File: src/rtl/uart_pkg.sv
// Shared state encodings and line-level constants for the UART serial link.
package uart_pkg;

    typedef enum logic [2:0] {
        TX_IDLE,
        TX_START,
        TX_DATA,
        TX_PARITY,
        TX_STOP
    } tx_state_t;

    typedef enum logic [2:0] {
        RX_IDLE,
        RX_START,
        RX_DATA,
        RX_PARITY,
        RX_STOP,
        RX_WAIT_HIGH
    } rx_state_t;

    localparam logic FRAME_START = 1'b0;
    localparam logic FRAME_STOP  = 1'b1;
    localparam logic LINE_IDLE   = 1'b1;

endpackage

File: src/rtl/uart_bit_timer.sv
// Baud counter for one UART direction: counts while run is high, wraps every CLKS_PER_BIT
// cycles (tick on the last cycle) and flags an extra in-bit position given by MARK.
module uart_bit_timer #(
    parameter int CLKS_PER_BIT = 16,
    parameter int MARK         = CLKS_PER_BIT / 2 - 1
) (
    input  logic clk,
    input  logic reset,
    input  logic run,
    input  logic restart,
    output logic tick,
    output logic mark_tick
);

    localparam int CW = (CLKS_PER_BIT > 1) ? $clog2(CLKS_PER_BIT) : 1;
    localparam logic [CW-1:0] LAST   = CW'(CLKS_PER_BIT - 1);
    localparam logic [CW-1:0] MARK_C = CW'(MARK);

    logic [CW-1:0] count;

    // Held at zero while idle so the first cycle of a bit always starts at count 0.
    always_ff @(posedge clk) begin
        if (reset || restart || !run) begin
            count <= '0;
        end else if (count == LAST) begin
            count <= '0;
        end else begin
            count <= count + CW'(1);
        end
    end

    assign tick      = run && (count == LAST);
    assign mark_tick = run && (count == MARK_C);

endmodule

File: src/rtl/uart_serial_link.sv
// Serial line stage between the processor PIOs and the RS-232 pins: 8N1 (or 8E1 when
// UART_PARITY_EN is defined) transmitter with a double-buffered holding register, and receiver.
module uart_serial_link
    import uart_pkg::*;
#(
    parameter int CLKS_PER_BIT = 16,
    parameter int DATA_BITS    = 8
) (
    input  logic                 clk,
    input  logic                 reset,
    input  logic [DATA_BITS-1:0] tx_data,
    input  logic                 tx_load,
    input  logic                 tx_enable,
    output logic                 tx_char_sent,
    output logic                 tx_serial,
    input  logic                 rx_serial,
    output logic [DATA_BITS-1:0] rx_data,
    output logic                 rx_char_received,
    output logic                 rx_frame_error
);

    localparam int IDXW = $clog2(DATA_BITS + 1);
    localparam logic [IDXW-1:0] LAST_BIT = IDXW'(DATA_BITS - 1);

    // ------------------------------------------------------------------ TX
    tx_state_t             tx_state;
    logic [DATA_BITS-1:0]  tx_hold;
    logic [DATA_BITS-1:0]  tx_shift;
    logic                  tx_pending;
    logic [IDXW-1:0]       tx_bit_idx;
    logic                  tx_tick;
    logic                  tx_mark;
    logic                  tx_run;
    logic                  tx_start_frame;
`ifdef UART_PARITY_EN
    logic                  tx_parity;
`endif

    assign tx_run = (tx_state != TX_IDLE);

    // A new frame may begin from idle or straight out of the last stop-bit cycle.
    assign tx_start_frame = tx_pending && tx_enable &&
                            ((tx_state == TX_IDLE) || ((tx_state == TX_STOP) && tx_tick));

    uart_bit_timer #(
        .CLKS_PER_BIT (CLKS_PER_BIT),
        .MARK         (CLKS_PER_BIT - 2)
    ) u_tx_timer (
        .clk       (clk),
        .reset     (reset),
        .run       (tx_run),
        .restart   (1'b0),
        .tick      (tx_tick),
        .mark_tick (tx_mark)
    );

    // A load in the same cycle a frame starts keeps the new byte pending behind it.
    always_ff @(posedge clk) begin
        if (reset) begin
            tx_hold    <= '0;
            tx_pending <= 1'b0;
        end else if (tx_load) begin
            tx_hold    <= tx_data;
            tx_pending <= 1'b1;
        end else if (tx_start_frame) begin
            tx_pending <= 1'b0;
        end
    end

    always_ff @(posedge clk) begin
        if (reset) begin
            tx_state     <= TX_IDLE;
            tx_serial    <= LINE_IDLE;
            tx_char_sent <= 1'b0;
            tx_shift     <= '0;
            tx_bit_idx   <= '0;
`ifdef UART_PARITY_EN
            tx_parity    <= 1'b0;
`endif
        end else begin
            tx_char_sent <= 1'b0;
            case (tx_state)
                TX_IDLE: begin
                    if (tx_start_frame) begin
                        tx_state  <= TX_START;
                        tx_serial <= FRAME_START;
                        tx_shift  <= tx_hold;
`ifdef UART_PARITY_EN
                        tx_parity <= ^tx_hold;
`endif
                    end
                end
                TX_START: begin
                    if (tx_tick) begin
                        tx_state   <= TX_DATA;
                        tx_serial  <= tx_shift[0];
                        tx_shift   <= tx_shift >> 1;
                        tx_bit_idx <= '0;
                    end
                end
                TX_DATA: begin
                    if (tx_tick) begin
                        if (tx_bit_idx == LAST_BIT) begin
`ifdef UART_PARITY_EN
                            tx_state  <= TX_PARITY;
                            tx_serial <= tx_parity;
`else
                            tx_state  <= TX_STOP;
                            tx_serial <= FRAME_STOP;
`endif
                        end else begin
                            tx_serial  <= tx_shift[0];
                            tx_shift   <= tx_shift >> 1;
                            tx_bit_idx <= tx_bit_idx + IDXW'(1);
                        end
                    end
                end
`ifdef UART_PARITY_EN
                TX_PARITY: begin
                    if (tx_tick) begin
                        tx_state  <= TX_STOP;
                        tx_serial <= FRAME_STOP;
                    end
                end
`endif
                TX_STOP: begin
                    // Set one cycle early so the pulse lands on the final stop cycle.
                    if (tx_mark) begin
                        tx_char_sent <= 1'b1;
                    end
                    if (tx_tick) begin
                        if (tx_start_frame) begin
                            tx_state  <= TX_START;
                            tx_serial <= FRAME_START;
                            tx_shift  <= tx_hold;
`ifdef UART_PARITY_EN
                            tx_parity <= ^tx_hold;
`endif
                        end else begin
                            tx_state  <= TX_IDLE;
                            tx_serial <= LINE_IDLE;
                        end
                    end
                end
                default: begin
                    tx_state  <= TX_IDLE;
                    tx_serial <= LINE_IDLE;
                end
            endcase
        end
    end

    // ------------------------------------------------------------------ RX
    rx_state_t             rx_state;
    logic                  rx_meta;
    logic                  rx_sync;
    logic [DATA_BITS-1:0]  rx_shift;
    logic [IDXW-1:0]       rx_bit_idx;
    logic                  rx_tick;
    logic                  rx_mark;
    logic                  rx_run;
    logic                  rx_restart;
`ifdef UART_PARITY_EN
    logic                  rx_parity_ok;
`endif

    always_ff @(posedge clk) begin
        if (reset) begin
            rx_meta <= LINE_IDLE;
            rx_sync <= LINE_IDLE;
        end else begin
            rx_meta <= rx_serial;
            rx_sync <= rx_meta;
        end
    end

    assign rx_run     = (rx_state != RX_IDLE) && (rx_state != RX_WAIT_HIGH);
    // Re-phase the counter at the start-bit centre so later ticks fall on bit centres.
    assign rx_restart = (rx_state == RX_START) && rx_mark;

    uart_bit_timer #(
        .CLKS_PER_BIT (CLKS_PER_BIT),
        .MARK         (CLKS_PER_BIT / 2 - 1)
    ) u_rx_timer (
        .clk       (clk),
        .reset     (reset),
        .run       (rx_run),
        .restart   (rx_restart),
        .tick      (rx_tick),
        .mark_tick (rx_mark)
    );

    always_ff @(posedge clk) begin
        if (reset) begin
            rx_state         <= RX_IDLE;
            rx_data          <= '0;
            rx_char_received <= 1'b0;
            rx_frame_error   <= 1'b0;
            rx_shift         <= '0;
            rx_bit_idx       <= '0;
`ifdef UART_PARITY_EN
            rx_parity_ok     <= 1'b0;
`endif
        end else begin
            rx_char_received <= 1'b0;
            rx_frame_error   <= 1'b0;
            case (rx_state)
                RX_IDLE: begin
                    if (rx_sync == FRAME_START) begin
                        rx_state <= RX_START;
                    end
                end
                RX_START: begin
                    if (rx_mark) begin
                        if (rx_sync != FRAME_START) begin
                            rx_state <= RX_IDLE;
                        end else begin
                            rx_state   <= RX_DATA;
                            rx_bit_idx <= '0;
                        end
                    end
                end
                RX_DATA: begin
                    if (rx_tick) begin
                        rx_shift <= {rx_sync, rx_shift[DATA_BITS-1:1]};
                        if (rx_bit_idx == LAST_BIT) begin
`ifdef UART_PARITY_EN
                            rx_state <= RX_PARITY;
`else
                            rx_state <= RX_STOP;
`endif
                        end else begin
                            rx_bit_idx <= rx_bit_idx + IDXW'(1);
                        end
                    end
                end
`ifdef UART_PARITY_EN
                RX_PARITY: begin
                    if (rx_tick) begin
                        rx_parity_ok <= (rx_sync == ^rx_shift);
                        rx_state     <= RX_STOP;
                    end
                end
`endif
                RX_STOP: begin
                    if (rx_tick) begin
                        if (rx_sync == FRAME_STOP) begin
`ifdef UART_PARITY_EN
                            if (rx_parity_ok) begin
                                rx_data          <= rx_shift;
                                rx_char_received <= 1'b1;
                            end else begin
                                rx_frame_error   <= 1'b1;
                            end
`else
                            rx_data          <= rx_shift;
                            rx_char_received <= 1'b1;
`endif
                            rx_state <= RX_IDLE;
                        end else begin
                            rx_frame_error <= 1'b1;
                            rx_state       <= RX_WAIT_HIGH;
                        end
                    end
                end
                // A line stuck low after a bad stop bit must not look like a new start.
                RX_WAIT_HIGH: begin
                    if (rx_sync == LINE_IDLE) begin
                        rx_state <= RX_IDLE;
                    end
                end
                default: begin
                    rx_state <= RX_IDLE;
                end
            endcase
        end
    end

endmodule
File: config.mk
export PLATFORM = sky130hd
export DESIGN_NAME = uart_serial_link
export DESIGN_NICKNAME = d
export VERILOG_FILES = /design/src/rtl/uart_pkg.sv /design/src/rtl/uart_bit_timer.sv /design/src/rtl/uart_serial_link.sv
export SDC_FILE = /design/constraint.sdc
export NUM_CORES = 1
export LEC_CHECK = 0
export CELL_PAD_IN_SITES_DETAIL_PLACEMENT = 0
export CELL_PAD_IN_SITES_GLOBAL_PLACEMENT = 1
export CORE_ASPECT_RATIO = 1.1
export CORE_MARGIN = 5
export CORE_UTILIZATION = 47
export DETAILED_ROUTE_END_ITERATION = 10
export GPL_ROUTABILITY_DRIVEN = 0
export PLACE_DENSITY = 0.91
export SETUP_SLACK_MARGIN = 0.15
export SLEW_MARGIN = 20
export SYNTH_ARGS = -nofsm -noshare
export SYNTH_HDL_FRONTEND = slang
export SYNTH_SLANG_ARGS = --single-unit
File: constraint.sdc
create_clock -name clk -period 3.05 [get_ports clk]
set_clock_uncertainty 0.05 [all_clocks]
set_input_delay 0.7625 -clock clk [delete_from_list [all_inputs] [get_ports clk]]
set_output_delay 0.7625 -clock clk [all_outputs]
set_load 0.005 [all_outputs]
# After elaboration in Yosys (flattened, before gate mapping)
# Index checks and enable logic that the tools add are counted.
[totals] register_bits=61 output_inout_bits=12 word_cells=129 input_bits=13
[classes] mux=42 n_eq_ne=28 add_sub_neg=4 n_reduce_logical=35 n_bitwise=3
[ops] cell="$mux W8" n=5
[ops] cell="$mux W3" n=12
[ops] cell="$pmux W8 S4" n=1
[ops] cell="$mux W4" n=7
[ops] cell="$ne A2 B2 Y1 const B" n=14
[ops] cell="$add A4 B1 Y4 const B" n=4
[ops] cell="$pmux W4 S2" n=2
[ops] cell="$pmux W3 S5" n=1
[ops] cell="$reduce_and A5 Y1" n=3
[ops] cell="$eq A4 B3 Y1 const B" n=3
[ops] cell="$eq A4 B4 Y1 const B" n=3
[ops] cell="$pmux W3 S4" n=1
[ops] cell="$mux W1" n=11
[ops] cell="$eq A3 B3 Y1 const B" n=3
[ops] cell="$logic_and A1 B1 Y1" n=9
[ops] cell="$reduce_and A4 Y1" n=2
[ops] cell="$eq A3 B1 Y1 const B" n=2
[ops] cell="$eq A3 B2 Y1 const B" n=2
[ops] cell="$logic_not A3 Y1" n=2
[ops] cell="$reduce_and A6 Y1" n=1
[ops] cell="$reduce_bool A2 Y1" n=3
[ops] cell="$reduce_bool A3 Y1" n=2
[ops] cell="$reduce_or A2 Y1" n=3
[ops] cell="$logic_or A1 B1 Y1" n=4
[ops] cell="other kinds (9)" n=12

# Depth between registers and ports, before layout
# Gate-level depths: netlist of run 1.
[depth] ltp_word=8 ltp_mapped=7 ltp_nobuf=6

# Cells and area by module
# Synthesis of run 1 repeated with hierarchy kept, for this count alone.
[unflattened] cells_unflattened=303 hier_area_um2=2755.1
[by_module_without_submodules] module="uart_serial_link" area_per_inst_um2=2402.3 seq_area_each_um2=1061.0 cells_per_inst=265 instances=1
[by_module_without_submodules] module="uart_bit_timer (u_tx_timer)" area_per_inst_um2=185.2 seq_area_each_um2=80.1 cells_per_inst=19 instances=1
[by_module_without_submodules] module="uart_bit_timer (u_rx_timer)" area_per_inst_um2=167.7 seq_area_each_um2=80.1 cells_per_inst=19 instances=1

# Worst setup path after synthesis of run 1
# Ideal clock, no wire load.
[synth_path] path_kind="input to register" from="in tx_enable" to="reg tx_shift[2]" path_slack_ns=1.285 path_buffers=1 setup_ns=0.134 t_arrival_ns=1.581 stages=6 cell_sequence="nand3b_1 > o21ai_0 > a211o_2 > buf_4 > nor2_1 > a211oi_1"
[synth_between] elab_chain_cells=5
[synth_lines] item="from (decl)" line="uart_serial_link.sv:13" source="input logic tx_enable,"
[synth_lines] item="$logic_and A1 B1 Y1 * (2 in a row)" line="uart_serial_link.sv:42" source="assign tx_start_frame = tx_pending && tx_enable &&"
[synth_lines] item="$mux W8 *"
[synth_lines] item="$mux W8"
[synth_lines] item="$pmux W8 S4 *"
[synth_lines] item="to (signal assigned)" line="uart_serial_link.sv:87" source="tx_shift <= tx_hold;"
[synth_lines] item="to (signal assigned)" line="uart_serial_link.sv:97" source="tx_shift <= tx_shift >> 1;"
[synth_lines] item="to (signal assigned)" line="uart_serial_link.sv:113" source="tx_shift <= tx_shift >> 1;"
[synth_lines] item="to (decl)" line="uart_serial_link.sv:28" source="logic [DATA_BITS-1:0] tx_shift;"
# Every way passes the cells marked *; elsewhere a longest branch is shown, timed or not. The select of a mux whose other input is x is not followed.
# A chain may end at the register's enable or synchronous reset.

# Worst setup path in the final report of run 1
[layout_path] from="reg u_tx_timer.count[0]" to="reg tx_shift[7]"
[layout_between] elab_chain_cells=8 word_cells_on_any_way=12
[layout_lines] item="from (decl)" line="uart_bit_timer.sv:19" source="logic [CW-1:0] count;"
[layout_lines] item="from (signal assigned)" line="uart_bit_timer.sv:28" source="count <= count + CW'(1);"
[layout_lines] item="$eq A4 B4 Y1 *" line="uart_bit_timer.sv:32" source="assign tick = run && (count == LAST);"
[layout_lines] item="$logic_and A1 B1 Y1 *" line="uart_bit_timer.sv:32"
[layout_lines] item="$logic_and A1 B1 Y1" line="uart_serial_link.sv:43" source="((tx_state == TX_IDLE) || ((tx_state == TX_STOP) && tx_tick));"
[layout_lines] item="$logic_or A1 B1 Y1" line="uart_serial_link.sv:43"
[layout_lines] item="$logic_and A1 B1 Y1" line="uart_serial_link.sv:42"
[layout_lines] item="$mux W8 (2 in a row)"
[layout_lines] item="$pmux W8 S4"
# Marked as above.

==> flow_summary.toml, run 1 <==
[power]
peakVddDrop_mv = 0.263
leakagePower_nw = 1.18
p_total_mw = 1.71
power_density_nw_per_um2 = 550

[logic_synthesis]
synth.area.mux_share = 0.0947
synthDistinctLibCells = 47
synth-xor-area-share = 0.0332
syn_avg_cell_area_um2 = 9.17
syn_inst = 288
yosys_warnings = 0
synth_fa_ha_area_frac = 0.0237
synth_seq_cells = 61
netlist_top_cells_count = "61 x dfxtp_1, 44 x nor2_1, 25 x mux2i_1"
synth_top_cell_area_share = 0.462
synth_top_cell_by_area = "dfxtp_1"
synth_compound_area_frac = 0.105
synthesis.nets = 306
ys.flop_type = "dfxtp_1"
ys_seq_area_frac = 0.462
synth_area_um2 = 2640
synth_edf_count = 0
synth-simple-area-share = 0.240
synth_top_family_by_area = "simple AND/OR/NAND/NOR gates"
yosysMostFrequentCell = "dfxtp_1"
ys_top_cells_by_area = "dfxtp_1 46%, mux2i_1 9.5%, nor2_1 6.3%"
postSynth.asyncResetShare = 0

[global_route]
grt_max_degree = 57
grt_pass1_wl_mm = 8.29
grt_usage = 0.149
grt_pass1_vias = 1932
gr-usage-met2 = 0.249
top_usage_layer = "met2"
met3_usage = 0.0356
grt_overflow = 0
antenna_found_initial = 0
gr-usage-met1 = 0.169

[clocking]
postCtsResizedCells = 0
cts.clk_slew.worst_paths_ns = 0.07
cts_inserted_buffers = 9
htreeDepth = 3
cts.hold.buffers_added = 0
insertion_delay_ns = 0.33
clock_sinks = 61
cts-root-buf = "clkbuf_8"
post-cts-setup-buffer-count = 0
cts_buffer_depth = 2
tritoncts = "yes"

[cells_and_area]
final_area_um2 = 3120
syn_to_final_growth_pct = 18.0
nFillCells = 506
diodes = 0
drive_gt1_frac = 0.103
layout.nets = 323

[timing]
holdWs_ns = 0.362
worstMarginPinSlew_ns = 0.973
fin_tns_setup_ns = 0
period_needed_ns = 2.02
rsz0062_at_grt = "false"
post-route-period-util = 0.662
worst_slack_ns = 1.03
hold_viol_final = 0
clock.fmax_ghz = 0.495
setup_viol_count_final = 0
final_max_slew_viol_count = 0
maxSlewHeadroom = 0.351

[place]
place_ws_ns = 0.714
dpl-instance-area_um2 = 2890
port_buffers = 24
dp_hpwl_mm = 3.11

[detailed_routing]
drt_wl_total_mm = 4.81
dr.pass1.iters = 4
dr_total_vias = 2055
ant_nets = 0
vias_per_cell = 5.34
route.detailed.drc = 0
avgRoutedWirePerCell_um = 12.5
drtIter0Drc = 85

[die]
die-area_um2 = 7220
boundaryPins = 25
die_width_um = 81.5
die_y_um = 88.6
rows = 28
initial_core_util = 0.486
core-area_um2 = 5430

[critical_path]
cp-start-kind = "register"
worstPathArrival_ns = 2.16
path_class = "reg2reg"
required_ns = 3.19
path_max_fanout = 15
endpoint_kind = "register"

[run]
drv_cap = 0

[min_path]
worst_hold_path_type = "reg2reg"

[run_status]
outcome = "finished, final reports clean"
-- cell type report --
type,instances,area [µm²],share of cell area
Clock inverter,2,37.5,0.0120
Multi-Input combinational cell,203,1310,0.421
Clock buffer,14,193,0.0618
Tap cell,75,93.8,0.0301
Inverter,5,18.8,0.00602
Timing Repair Buffer,25,243,0.0778
Sequential cell,61,1220,0.392
-- sequential cells by signal, summed over array words and instances (netlist names), 3 cells and up --
register	cells
rx_data	8
rx_shift	8
tx_hold	8
tx_shift	8
rx_bit_idx	4
tx_bit_idx	4
u_rx_timer.count	4
u_tx_timer.count	4
rx_state	3
tx_state	3
-- stage by stage --
step            util  instances
5_1_grt        0.574        385
3_3_place_gp   0.532        369
4_1_cts        0.574        385
6_report       0.574        385
2_1_floorplan      -        288
3_5_place_dp   0.532        369
-- cell families (layout without fill, tap and decap cells) --
group | Yosys count | in the layout
xor+xnor | 10 | 10
mux | 25 | 25
compound gates | 42 | 42
simple gates | 121 | 121
fa+ha+maj | 5 | 5
buf+inv | 24 | 46
flops | 61 | 61
-- metal layers --
layer / wire length (µm) / up-vias
met5: 0 / -
li1: - / 1046
met1: 2230 / 960
met4: 111 / 0
met3: 189 / 10
met2: 2280 / 39
-- critical path: stages (launching register included) --
cell,delay [ns]
dfxtp_1,0.37
ha_1,0.27
nand3_2,0.22
nor4_1,0.36
a211o_2,0.33
mux2i_1,0.22
nor2_1,0.05
-- report_power, final --
group / total (mW) / internal [mW] / switching, mW
Clock: 0.797 / 0.489 / 0.308
Combinational: 0.0870 / 0.0445 / 0.0425
Sequential: 0.829 / 0.815 / 0.0144
-- final timing paths --
check                       from          end  slack, ns  depth (start not counted)
min                      rx_meta      rx_sync       0.36                          1
min reg2reg              rx_meta      rx_sync       0.36                          1
max reg2reg  u_tx_timer.count[0]  tx_shift[7]       1.03                          6
max          u_tx_timer.count[0]  tx_shift[7]       1.03                          6
-- cell usage in the layout, fill, tap and decap left out, types with 3 or more instances in the layout --
cell type,instances
nor4_1,4
inv_1,5
nand2_1,17
mux2i_1,25
nor2b_1,3
nor3b_1,3
nor3_1,11
a21oi_1,15
ha_1,5
or2_2,3
nand3b_1,3
clkbuf_8,14
xnor2_1,6
o21ai_0,5
xor2_1,4
nand2b_1,3
nor2_1,44
dfxtp_1,61
a211oi_1,10
nand4_1,3
nand3_1,14
clkdlybuf4s50_1,23
Note: power is estimated with default switching activity, not from simulation.
==> run 2: changes to the inputs <==
--- a/config.mk
+++ b/config.mk
@@ -9,10 +9,10 @@
 export CELL_PAD_IN_SITES_GLOBAL_PLACEMENT = 1
 export CORE_ASPECT_RATIO = 1.1
 export CORE_MARGIN = 5
-export CORE_UTILIZATION = 47
+export CORE_UTILIZATION = 39
 export DETAILED_ROUTE_END_ITERATION = 10
 export GPL_ROUTABILITY_DRIVEN = 0
-export PLACE_DENSITY = 0.91
+export PLACE_DENSITY = 0.82
 export SETUP_SLACK_MARGIN = 0.15
 export SLEW_MARGIN = 20
 export SYNTH_ARGS = -nofsm -noshare
==> constraint.sdc (replaced) <==
create_clock -name clk -period 1.7 [get_ports clk]
set_clock_uncertainty 0.05 [all_clocks]
set_input_delay 0.425 -clock clk [delete_from_list [all_inputs] [get_ports clk]]
set_output_delay 0.425 -clock clk [all_outputs]
set_load 0.005 [all_outputs]
==> run 2 against run 1 <==
Compared with the run above:
- the flow now finishes with violations (negative setup slack)
- largest power group is now clock
- final cell count is 14% higher
- critical path type unchanged
- worst hold slack worse by 0.0031 ns
- largest cell class unchanged
- global-route usage is 0.22 points lower
- non-clock buffer count is 46 higher
- clock power is 97% higher
- flip-flop and latch count stayed put
==> flow_summary.toml, run 2 (same netlist as run 1, synthesis figures left out) <==
[run_status]
outcome = "finished with violations"
violations = "negative setup slack"

[cells_and_area]
final_util = 0.581
final_cell_mix = "49 x dfxtp_1, 42 x buf_4, 35 x nor2_1"
diodes = 0
final_common_cell = "dfxtp_1"
seq_area_um2 = 1240
drive_gt1_frac = 0.349
nFillCells = 582
layout.nets = 371
syn_to_final_growth_pct = 45.0
multiInputGateArea_um2 = 1620

[detailed_routing]
avgRoutedWirePerCell_um = 13.7
drtIter0Drc = 63
dr_total_vias = 2251
vias_per_cell = 5.12
ant_nets = 0
route.detailed.drc = 0
dr.pass1.iters = 4
drt_wl_total_mm = 6.04

[die]
die_width_um = 88.5
die_y_um = 96.3
core-area_um2 = 6590
die-area_um2 = 8520
rows = 31
initial_core_util = 0.401
boundaryPins = 25

[clocking]
insertion_delay_ns = 0.34
cts-root-buf = "clkbuf_8"
tritoncts = "yes"
cts_buffer_depth = 2
cts_inserted_buffers = 9
cts.clk_slew.worst_paths_ns = 0.06
htreeDepth = 3
clock_sinks = 61

[global_route]
grt_pass1_wl_mm = 9.71
grt_overflow = 0
antenna_found_initial = 0
grt_max_degree = 32
grt_usage = 0.146
grt_pass1_vias = 2117

[timing]
clock.fmax_ghz = 0.578
hold_viol_final = 0
maxSlewHeadroom = 0.594
setup_viol_count_final = 1
final_max_slew_viol_count = 0
fin_tns_setup_ns = -0.0297
period_needed_ns = 1.73
post-route-period-util = 1.02
worstMarginPinSlew_ns = 0.609
rsz0062_at_grt = "true"
worst_slack_ns = -0.0297

[power]
power_density_nw_per_um2 = 859
peakVddDrop_mv = 0.508
leakagePower_nw = 1.53

[min_path]
worst_hold_path_type = "reg2reg"

[place]
port_buffers = 24
dp_hpwl_mm = 3.69
place_ws_ns = -0.299

[critical_path]
path_max_fanout = 3
slowest_delay_ns = 0.44
cp-start-kind = "register"
required_ns = 1.84
path_class = "reg2reg"
crit_chain = "ha_4, nand2_2, or3b_4, or4_4, nand3b_1, a21oi_1"
endpoint_kind = "register"
worstPathArrival_ns = 1.87
cp_slowest_cell = "or4_4"

[run]
drv_cap = 0
## run 2: cell types whose count changed in the layout (fill, tap and decap cells not counted), sizes merged
| cell | before | now |
|---|---|---|
| dlygate4sd2 | 0 | 13 |
| clkinvlp | 1 | 0 |
| nand2 | 17 | 18 |
| clkinv | 0 | 1 |
| clkdlybuf4s50 | 23 | 10 |
| buf | 2 | 48 |
| clkbuf | 14 | 12 |
| bufinv | 1 | 3 |
| a211o | 2 | 3 |
## run 2: final cells by class
type                       instances  area share
clock inverter                     4      0.0248
clock buffer                      12      0.0379
sequential                        61       0.325
timing repair buffer              71       0.157
tap                               82      0.0268
inverter                           5     0.00490
multi-input combinational        205       0.424
## run 2: path summary, 6_finish.rpt
check             slack [ns]             to  cells after the start                 from
setup reg to reg       -0.03  rx_bit_idx[1]                      6  u_rx_timer.count[1]
hold / removal          0.36        rx_sync                      1              rx_meta
hold reg to reg         0.36        rx_sync                      1              rx_meta
setup / recovery       -0.03  rx_bit_idx[1]                      6  u_rx_timer.count[1]
## run 2: power breakdown
part	internal, mW	switching [mW]	total [mW]
Sequential	1.46	0.0315	1.49
Clock	1.01	0.553	1.57
Combinational	0.119	0.113	0.233
Total	2.59	0.698	3.29
## run 2: stage by stage
step           cells  instance area, µm²  hold slack, ns  power (mW)
2_1_floorplan    288                2710           0.339        1.63
3_3_place_gp     403                3180           0.342        1.70
3_5_place_dp     403                3180           0.347        1.70
4_1_cts          428                3570           0.363        3.29
5_1_grt          440                3830           0.377        3.42
6_report         440                3830           0.359        3.29
## run 2: repair_timing
item                       4_1_cts  5_1_grt
pin swaps                       16       22
gates cloned                     1        1
resized for setup               34       42
hold buffers                     0        0
setup endpoints to repair       36       40
buffers inserted                 8       11
## run 2: layer usage
layer  global-route usage  routed length (µm)
met1                0.185                2690
met2                0.228                3060
met3               0.0411                 168
met4               0.0718                 123
met5                    0                   0
## run 2: worst max-delay path, delay by kind of cell (launching register included)
family,cells,cell delay (ns)
and+or+nand+nor,4,0.99
DFF,1,0.35
adders and majority gates,1,0.14
AOI/OAI and AO/OA,1,0.06
